==> config.mk <==
export PLATFORM = sky130hd
export DESIGN_NAME = regfile_writeback
export DESIGN_NICKNAME = d
export VERILOG_FILES = /design/src/rtl/core_pkg.sv /design/src/rtl/wb_fifo.sv /design/src/rtl/regfile_writeback.sv
export SDC_FILE = /design/constraint.sdc
export NUM_CORES = 1
export LEC_CHECK = 0
export BUFFER_PORTS_ARGS = -buffer_cell sky130_fd_sc_hd__buf_2
export CAP_MARGIN = 25
export CORE_MARGIN = 10
export CORE_UTILIZATION = 41
export CTS_BUF_LIST = sky130_fd_sc_hd__clkbuf_16
export DETAILED_ROUTE_END_ITERATION = 12
export GPL_ROUTABILITY_DRIVEN = 0
export PLACE_DENSITY_LB_ADDON = 0.08
export SLEW_MARGIN = 20
export SYNTH_ARGS = -nofsm -noshare
export SYNTH_HDL_FRONTEND = slang
export SYNTH_HIERARCHICAL = 1
export SYNTH_SLANG_ARGS = --single-unit
==> constraint.sdc <==
create_clock -name clk_i -period 2.8 [get_ports clk_i]
set_clock_uncertainty 0.15 [all_clocks]
set_input_delay 0.56 -clock clk_i [delete_from_list [all_inputs] [get_ports clk_i]]
set_output_delay 0.56 -clock clk_i [all_outputs]
set_load 0.1 [all_outputs]
==> src/rtl/core_pkg.sv <==
// Shared types and constants for the register-file write-back path.
package core_pkg;

  localparam int unsigned XLEN       = 32;
  localparam int unsigned REG_ADDR_W = 5;
  localparam int unsigned NUM_REGS   = 1 << REG_ADDR_W;

  typedef struct packed {
    logic [REG_ADDR_W-1:0] rd;
    logic [XLEN-1:0]       data;
  } wb_entry_t;

endpackage

==> src/rtl/wb_fifo.sv <==
// Small FIFO of write-back entries; no fall-through, so a pushed entry is
// visible at the head only from the following cycle.
module wb_fifo
  import core_pkg::*;
#(
  parameter int unsigned Depth = 2
) (
  input  logic                         clk,
  input  logic                         rst,
  input  logic                         push,
  input  wb_entry_t                    push_data,
  input  logic                         pop,
  output wb_entry_t                    pop_data,
  output logic                         full,
  output logic                         empty,
  output logic [$clog2(Depth+1)-1:0]   count
);

  localparam int unsigned CntW = $clog2(Depth + 1);
  localparam int unsigned PtrW = (Depth > 1) ? $clog2(Depth) : 1;

  wb_entry_t             mem [Depth];
  logic [PtrW-1:0]       wr_ptr_q, rd_ptr_q;
  logic [CntW-1:0]       count_q;

  // Pointers wrap at Depth, which need not be a power of two.
  function automatic logic [PtrW-1:0] ptr_inc(input logic [PtrW-1:0] p);
    return (p == PtrW'(Depth - 1)) ? '0 : p + PtrW'(1);
  endfunction

  always_ff @(posedge clk or posedge rst) begin
    if (rst) begin
      wr_ptr_q <= '0;
      rd_ptr_q <= '0;
      count_q  <= '0;
    end else begin
      if (push) wr_ptr_q <= ptr_inc(wr_ptr_q);
      if (pop)  rd_ptr_q <= ptr_inc(rd_ptr_q);
      unique case ({push, pop})
        2'b10:   count_q <= count_q + CntW'(1);
        2'b01:   count_q <= count_q - CntW'(1);
        default: count_q <= count_q;
      endcase
    end
  end

  always_ff @(posedge clk) begin
    if (push) mem[wr_ptr_q] <= push_data;
  end

  assign pop_data = mem[rd_ptr_q];
  assign count    = count_q;
  assign full     = (count_q == CntW'(Depth));
  assign empty    = (count_q == '0);

  a_no_overflow : assert property (@(posedge clk) disable iff (rst) push |-> (!full || pop));
  a_no_underflow : assert property (@(posedge clk) disable iff (rst) pop |-> !empty);

endmodule

==> src/rtl/regfile_writeback.sv <==
// Merges ALU and load results onto the register file's single write port and
// tracks outstanding destination registers for decode's RAW stall checks.
module regfile_writeback
  import core_pkg::*;
#(
  parameter int unsigned LSU_DEPTH = 2
) (
  input  logic                  clk_i,
  input  logic                  rst_i,
  input  logic                  alu_valid_i,
  output logic                  alu_ready_o,
  input  logic [REG_ADDR_W-1:0] alu_rd_i,
  input  logic [XLEN-1:0]       alu_data_i,
  input  logic                  lsu_valid_i,
  output logic                  lsu_ready_o,
  input  logic [REG_ADDR_W-1:0] lsu_rd_i,
  input  logic [XLEN-1:0]       lsu_data_i,
  input  logic                  issue_valid_i,
  input  logic [REG_ADDR_W-1:0] issue_rd_i,
  input  logic [REG_ADDR_W-1:0] rs1_addr_i,
  input  logic [REG_ADDR_W-1:0] rs2_addr_i,
  output logic                  rs1_busy_o,
  output logic                  rs2_busy_o,
  output logic                  reg_wr_en_o,
  output logic [REG_ADDR_W-1:0] rd_addr_o,
  output logic [XLEN-1:0]       wr_data_o
);

  localparam int unsigned CntW = $clog2(LSU_DEPTH + 1);

  wb_entry_t       lsu_entry, head;
  logic            push, pop, full, empty, alu_fire;
  logic [CntW-1:0] count;

  logic                  wr_en_d, wr_en_q;
  logic [REG_ADDR_W-1:0] rd_d, rd_q;
  logic [XLEN-1:0]       data_d, data_q;
  logic [NUM_REGS-1:0]   pending_d, pending_q;

  // Loads have priority: the ALU may only hand over a result once the buffer is drained.
  assign lsu_ready_o = !rst_i && !full;
  assign alu_ready_o = !rst_i && (count == '0);

  assign push      = lsu_valid_i && lsu_ready_o;
  assign pop       = !empty;
  assign alu_fire  = alu_valid_i && alu_ready_o;
  assign lsu_entry = '{rd: lsu_rd_i, data: lsu_data_i};

  wb_fifo #(
    .Depth (LSU_DEPTH)
  ) u_lsu_fifo (
    .clk       (clk_i),
    .rst       (rst_i),
    .push      (push),
    .push_data (lsu_entry),
    .pop       (pop),
    .pop_data  (head),
    .full      (full),
    .empty     (empty),
    .count     (count)
  );

  always_comb begin
    wr_en_d = 1'b0;
    rd_d    = rd_q;
    data_d  = data_q;
    if (!empty) begin
      wr_en_d = (head.rd != '0);
      rd_d    = head.rd;
      data_d  = head.data;
    end else if (alu_fire) begin
      wr_en_d = (alu_rd_i != '0);
      rd_d    = alu_rd_i;
      data_d  = alu_data_i;
    end
  end

  // A same-edge issue overrides the clear: the newer producer is still in flight.
  always_comb begin
    pending_d = pending_q;
    if (wr_en_d) pending_d[rd_d] = 1'b0;
    if (issue_valid_i && (issue_rd_i != '0)) pending_d[issue_rd_i] = 1'b1;
    pending_d[0] = 1'b0;
  end

  always_ff @(posedge clk_i or posedge rst_i) begin
    if (rst_i) begin
      wr_en_q   <= 1'b0;
      rd_q      <= '0;
      data_q    <= '0;
      pending_q <= '0;
    end else begin
      wr_en_q   <= wr_en_d;
      rd_q      <= rd_d;
      data_q    <= data_d;
      pending_q <= pending_d;
    end
  end

  assign rs1_busy_o  = pending_q[rs1_addr_i];
  assign rs2_busy_o  = pending_q[rs2_addr_i];
  assign reg_wr_en_o = wr_en_q;
  assign rd_addr_o   = rd_q;
  assign wr_data_o   = data_q;

endmodule

# Word level (Yosys, flattened, before mapping)
# Memory sizes are Yosys's and may differ from the RTL's.
# Index checks and enable logic that the tools add are counted.
[op_classes]
n_addsub = 4
n_eq_ne = 4
n_reduce_logical = 15
magnitude_cmp = 6
n_mux = 21
bitwise_logic = 3
[ops]
columns = ["op", "count"]
rows = [
  ["32-bit 2-to-1 mux", 4],
  ["32-bit bitwise AND", 1],
  ["32-bit NOT", 1],
  ["32-bit OR", 1],
  ["5-bit by 6-bit less-than comparator with 1-bit output (second input constant)", 4],
  ["5-bit nonzero test", 3],
  ["1-bit binary-select mux with 5-bit select", 2],
  ["1-bit demux with 5-bit select", 2],
  ["5-bit by 1-bit greater-or-equal comparator with 1-bit output (second input constant)", 2],
  ["1-bit 2-to-1 mux", 10],
  ["5-bit 2-to-1 mux", 2],
  ["1-bit logical AND", 7],
  ["2-bit == test (second input constant)", 2],
  ["2-bit case mux with 2 select lines", 1],
  ["1-bit zero test", 3],
  ["1-bit adder (second input constant)", 2],
  ["2-bit by 1-bit adder with 2-bit output (second input constant)", 1],
  ["2-bit by 1-bit == test with 1-bit output (second input constant)", 1],
  ["2-bit zero test", 1],
  ["2-bit by 1-bit != test with 1-bit output (second input constant)", 1],
  ["2-bit nonzero test", 1],
  ["2-bit by 1-bit subtractor with 2-bit output (second input constant)", 1],
]
[word_totals]
input_bits = 94
wordCells = 61
ramBits = 74
ff_bits = 73
n_memories = 1
output_inout_bits = 42
[memory_table]
columns = ["memory", "words", "width", "read_ports", "rd_ports_with_merged_regs", "write_ports", "line_no", "rtl"]
rows = [
  ["u_lsu_fifo.mem", 2, 37, 1, 0, 1, "wb_fifo.sv:22", "wb_entry_t mem [Depth];"],
]

# Depth between registers and ports, before layout
[depth]
ltp_word = 14
mapped_depth = 9
depth_no_buf = 8

# Hierarchy
# The synthesis kept the hierarchy.
[modules_own_cells]
columns = ["mod", "n_inst", "seq_area_each_um2", "area_per_inst_um2", "cells_each"]
rows = [
  ["regfile_writeback", 1, 1726.7, 3852.4, 360],
  ["wb_fifo", 1, 2322.2, 2940.3, 132],
]

# Worst setup path before layout
# Ideal clock, no wire load.
[synth_path]
kind = "flip-flop to flip-flop"
start = "reg u_lsu_fifo.count_q[1] (netlist: u_lsu_fifo/count[1])"
end = "mem u_lsu_fifo/mem[0][0] (netlist bit), enable pin"
period_less_slack_ps = 4383
slack_ps = -1583
n_path_buf = 0
arrival_time_ps = 3801
path_stages_with_launch = 6
setup_time_ps = 431
t_required_ps = 2219
cell_sequence = "dfrtp_1 > nor2b_1 > nor2_1 > and2_1 > inv_1 > nor2_1"
[synth_via]
elab_chain_len = 6
[synth_rtl]
columns = ["element", "line_no", "rtl"]
rows = [
  ["from (decl)", "wb_fifo.sv:24", "logic [CntW-1:0] count_q;"],
  ["from (signal assigned)", "wb_fifo.sv:40", "2'b10: count_q <= count_q + CntW'(1);"],
  ["from (signal assigned)", "wb_fifo.sv:41", "2'b01: count_q <= count_q - CntW'(1);"],
  ["from (signal assigned)", "wb_fifo.sv:42", "default: count_q <= count_q;"],
  ["2-bit == test", "wb_fifo.sv:53", "assign full = (count_q == CntW'(Depth));"],
  ["via full", "regfile_writeback.sv:32", "logic push, pop, full, empty, alu_fire;"],
  ["1-bit zero test", "regfile_writeback.sv:41", "assign lsu_ready_o = !rst_i && !full;"],
  ["1-bit logical AND", "regfile_writeback.sv:41", ""],
  ["via lsu_ready_o", "regfile_writeback.sv:15", "output logic lsu_ready_o,"],
  ["1-bit logical AND", "regfile_writeback.sv:44", "assign push = lsu_valid_i && lsu_ready_o;"],
  ["via push", "regfile_writeback.sv:32", ""],
  ["1-bit 2-to-1 mux", "wb_fifo.sv:48", "if (push) mem[wr_ptr_q] <= push_data;"],
  ["1-bit 2-to-1 mux (implied by the code)", "wb_fifo.sv:48", ""],
  ["to (decl)", "wb_fifo.sv:22", ""],
]
# The timed path passes the listed nets, and every way through them passes these cells.

# Final worst setup path
[layout_path]
start = "reg pending_q[27]"
end = "out rs1_busy_o"
[layout_via]
elab_chain_len = 2
[layout_rtl]
columns = ["element", "line_no", "rtl"]
rows = [
  ["from (decl)", "regfile_writeback.sv:38", "logic [NUM_REGS-1:0] pending_d, pending_q;"],
  ["from (signal assigned)", "regfile_writeback.sv:96", "pending_q <= pending_d;"],
  ["1-bit binary-select mux with 5-bit select", "regfile_writeback.sv:100", "assign rs1_busy_o = pending_q[rs1_addr_i];"],
  ["1-bit 2-to-1 mux (implied by the code)", "regfile_writeback.sv:100", ""],
  ["to (decl)", "regfile_writeback.sv:22", "output logic rs1_busy_o,"],
]
# No other way between the ends. The select of a mux whose other input is x is not followed.

==> reports/results.tsv <==
metric	value	unit
Std-Cell Rows	46	
warnings from Yosys	6	
CP Max Fanout	3	
Synth Area in Compound Gates	9.726	%
Routed WL	16.91	mm
Chip Height	148.7	um
Initial Util	42.30	%
Root Buffer	clkbuf_16	
Synth Area in Simple Gates	7.497	%
Layout Utilization	52.51	%
Ports	136	
via count	4648	
first-pass GRT wire length	27.03	mm
Period minus WS final	2.965	ns
cell count along the critical path	4	
Max VDD drop	0.0008685	V
fin cells	875	
critical path, cell by cell	mux4_2 -> mux4_2 -> mux2_4 -> buf_12	
post-synth net total	587	
Post-Synth Adder-Cell Area	0.1842	%
status	finished with violations	
P per Cell Area	1298	nW/um^2
portion of netlist area occupied by mux cells	20.04	%
Residual DRC	0	
RSZ-0062 raised after global routing	yes	
Fin Setup TNS	-0.3076	ns
share of cells above drive strength 1	39.42	%
critical path startpoint category	flip-flop	
failing checks	setup timing	
Period Utilization, post-route	105.9	%
wire per inst	19.33	um
XOR/XNOR Fraction of Synth Area	0.6447	%
final hold vios	0	
Required @ worst endpoint	2.09	ns
synthesized instance count	492	
grt total ovfl	0	
vias per cell	5.312	
cells on worst reg2reg path	8	
critical path class	reg2out	
# placed instances	840	
CTS buffer count	17	
fin area	8432	um^2
HPWL Detailed	12.18	mm
max-cap viol count	0	
Antenna Nets Post-Route	0	
Area growth syn-to-layout	24.13	%
largest net degree at the start of global routing	49	
Hold Path Class	in2reg	
initial antenna violation count	2	
CORE AREA	16060	um^2
Top cell by count, worst path	mux4_2	
Worst-path clk slew	0.07	ns
Cell variety after synth	45	
clk sink count	147	
Crit path max-delay family	multiplexers	
Least-Margin Pin Slew	0.6789	ns
clock buffer depth	2	
gr usage total	15.58	%
iteration-0 DRC count of the detailed router	257	
worst setup margin	-0.1646	ns
Mapped Area	6793	um^2
overall power	10.94	mW
Hold Crit Depth	1	
pre-CTS WS	-0.2866	ns
first-pass iteration count of the detailed router	4	
post-synthesis sequential area ratio	59.61	%
number of global-route vias before repair	5051	
EDFF count, synth	74	
Syn Area/Cell	13.81	um^2
Skew-Pair Late Insertion Delay	0.42	ns
ys async rst share	49.66	%
largest family of logic cells by synthesized area	multiplexers	
Setup crit end kind	output pin	
leak pwr	3.356	nW
#FFs+latches synth	147	
Max Clk Rate	337.3	MHz
largest stage delay on the critical path	0.49	ns
CP bufs+invs	1	
full die area	22120	um^2
Port Buffers	135	
NumNets Final	739	
Arr. time, crit path	2.25	ns
critical path's slowest cell	mux4_2	
Hold Slack	0.1765	ns
Final setup viols	2	
H-tree lvl count	4	
placed inst area	7834	um^2
Rel. slew slack	54.53	%
Final Slew Violations	0	
Primary FF master, synth	edfxtp_1	
die width	148.7	um
CTS tree	built	
kinds of logic (layout without fill, tap and decap cells):
logic type | after synthesis | count (layout)
AO/OA/AOI/OAI | 111 | 111
XOR/XNOR | 5 | 5
adder cells (fa/ha/maj) | 1 | 1
buffers and inverters | 29 | 194
flip-flops | 147 | 147
multiplexers | 101 | 101
other | 0 | 2
AND/OR/NAND/NOR | 98 | 98
registers in the layout, indices dropped and copies added (netlist names):
signal / cells
u_lsu_fifo/wr_ptr_q: 1
pending_q: 31
rd_addr_o: 5
u_lsu_fifo/rd_ptr_q: 1
wr_data_o: 32
u_lsu_fifo/count: 2
u_lsu_fifo/mem: 74
reg_wr_en_o: 1
placed cells by master, fill, tap and decap left out, types with 3 or more instances in the layout:
cell,Yosys,final
a21oi_1,39,39
a21oi_2,3,3
a31oi_1,3,3
and2_1,4,3
buf_12,0,5
buf_2,11,131
buf_4,1,19
clkbuf_16,0,17
dfrtp_1,73,72
edfxtp_1,74,74
inv_1,5,5
inv_6,0,8
mux2_2,20,18
mux2_4,20,22
mux2i_1,43,43
mux4_2,18,18
nand2_1,10,10
nand2b_1,10,10
nand3_1,4,4
nand3b_1,7,7
nor2_1,45,42
nor2_4,0,3
nor3b_1,4,4
o21ai_0,31,31
o21ai_1,5,5
o31ai_1,16,16
o41ai_1,7,7
xor2_1,3,3
final cells by class:
type | count | area (um^2)
repair buffers | 157 | 915.9
clock inverters | 15 | 121.4
flip-flops and latches | 147 | 4050
fillers | 1414 | 7626
well taps | 216 | 270.3
clock buffers | 17 | 425.4
diodes | 2 | 5.005
multi-input cells | 316 | 2625
inverters | 5 | 18.77
final timing paths:
check | from | to | slack [ns]
min in group asynchronous | rst_i | u_lsu_fifo/count[1] | 0.50
max in group asynchronous | rst_i | pending_q[6] | 1.20
worst max-delay path | pending_q[27] | rs1_busy_o | -0.16
worst min-delay path | lsu_data_i[1] | u_lsu_fifo/mem[0][1] | 0.18
worst max register to register | u_lsu_fifo/rd_ptr_q | pending_q[9] | 0.29
worst min register to register | pending_q[17] | pending_q[17] | 0.39
power breakdown:
part / internal [mW] / switching (mW) / total [mW]
logic: 1.52 / 3.87 / 5.40
clock network: 1.16 / 0.956 / 2.12
registers: 2.97 / 0.460 / 3.43
total: 5.65 / 5.29 / 10.9
repair_timing:
item / CTS / global route
buffers inserted: 0 / 0
pin swaps: 0 / 0
hold endpoints to repair: 4 / 0
setup endpoints to repair: 2 / 4
resized for setup: 9 / 2
hold buffers: 1 / 0
cells in the mapped netlist (3+ instances only):
master     n  share of area, %
xor2_1     3              0.39
mux2i_1   43               6.3
clkbuf_1   5              0.28
nor3_1     3              0.22
a31oi_1    3              0.28
a21oi_2    3              0.39
mux4_2    18               6.0
o41ai_1    7              0.90
buf_1      3              0.17
o21ai_1    5              0.37
nand3_1    4              0.29
buf_6      4              0.66
nand2_1   10              0.55
o31ai_1   16               1.8
dfrtp_1   73                27
mux2_4    20               4.4
edfxtp_1  74                33
o21ai_0   31               2.3
and2_1     4              0.37
nor3b_1    4              0.44
nor2_1    45               2.5
nand3b_1   7              0.77
a21oi_1   39               2.9
buf_2     11              0.81
inv_1      5              0.28
nand2b_1  10              0.92
mux2_2    20               3.3
metal layers:
layer	GRT usage (%)	vias up	part of all wire [%]
met5	0	-	0
met4	4.509	0	1.1
met3	5.674	13	6.9
met2	26.32	124	51
met1	18.21	2318	41
li1	-	2193	-
No activity file was read; power rests on OpenSTA's default activity.
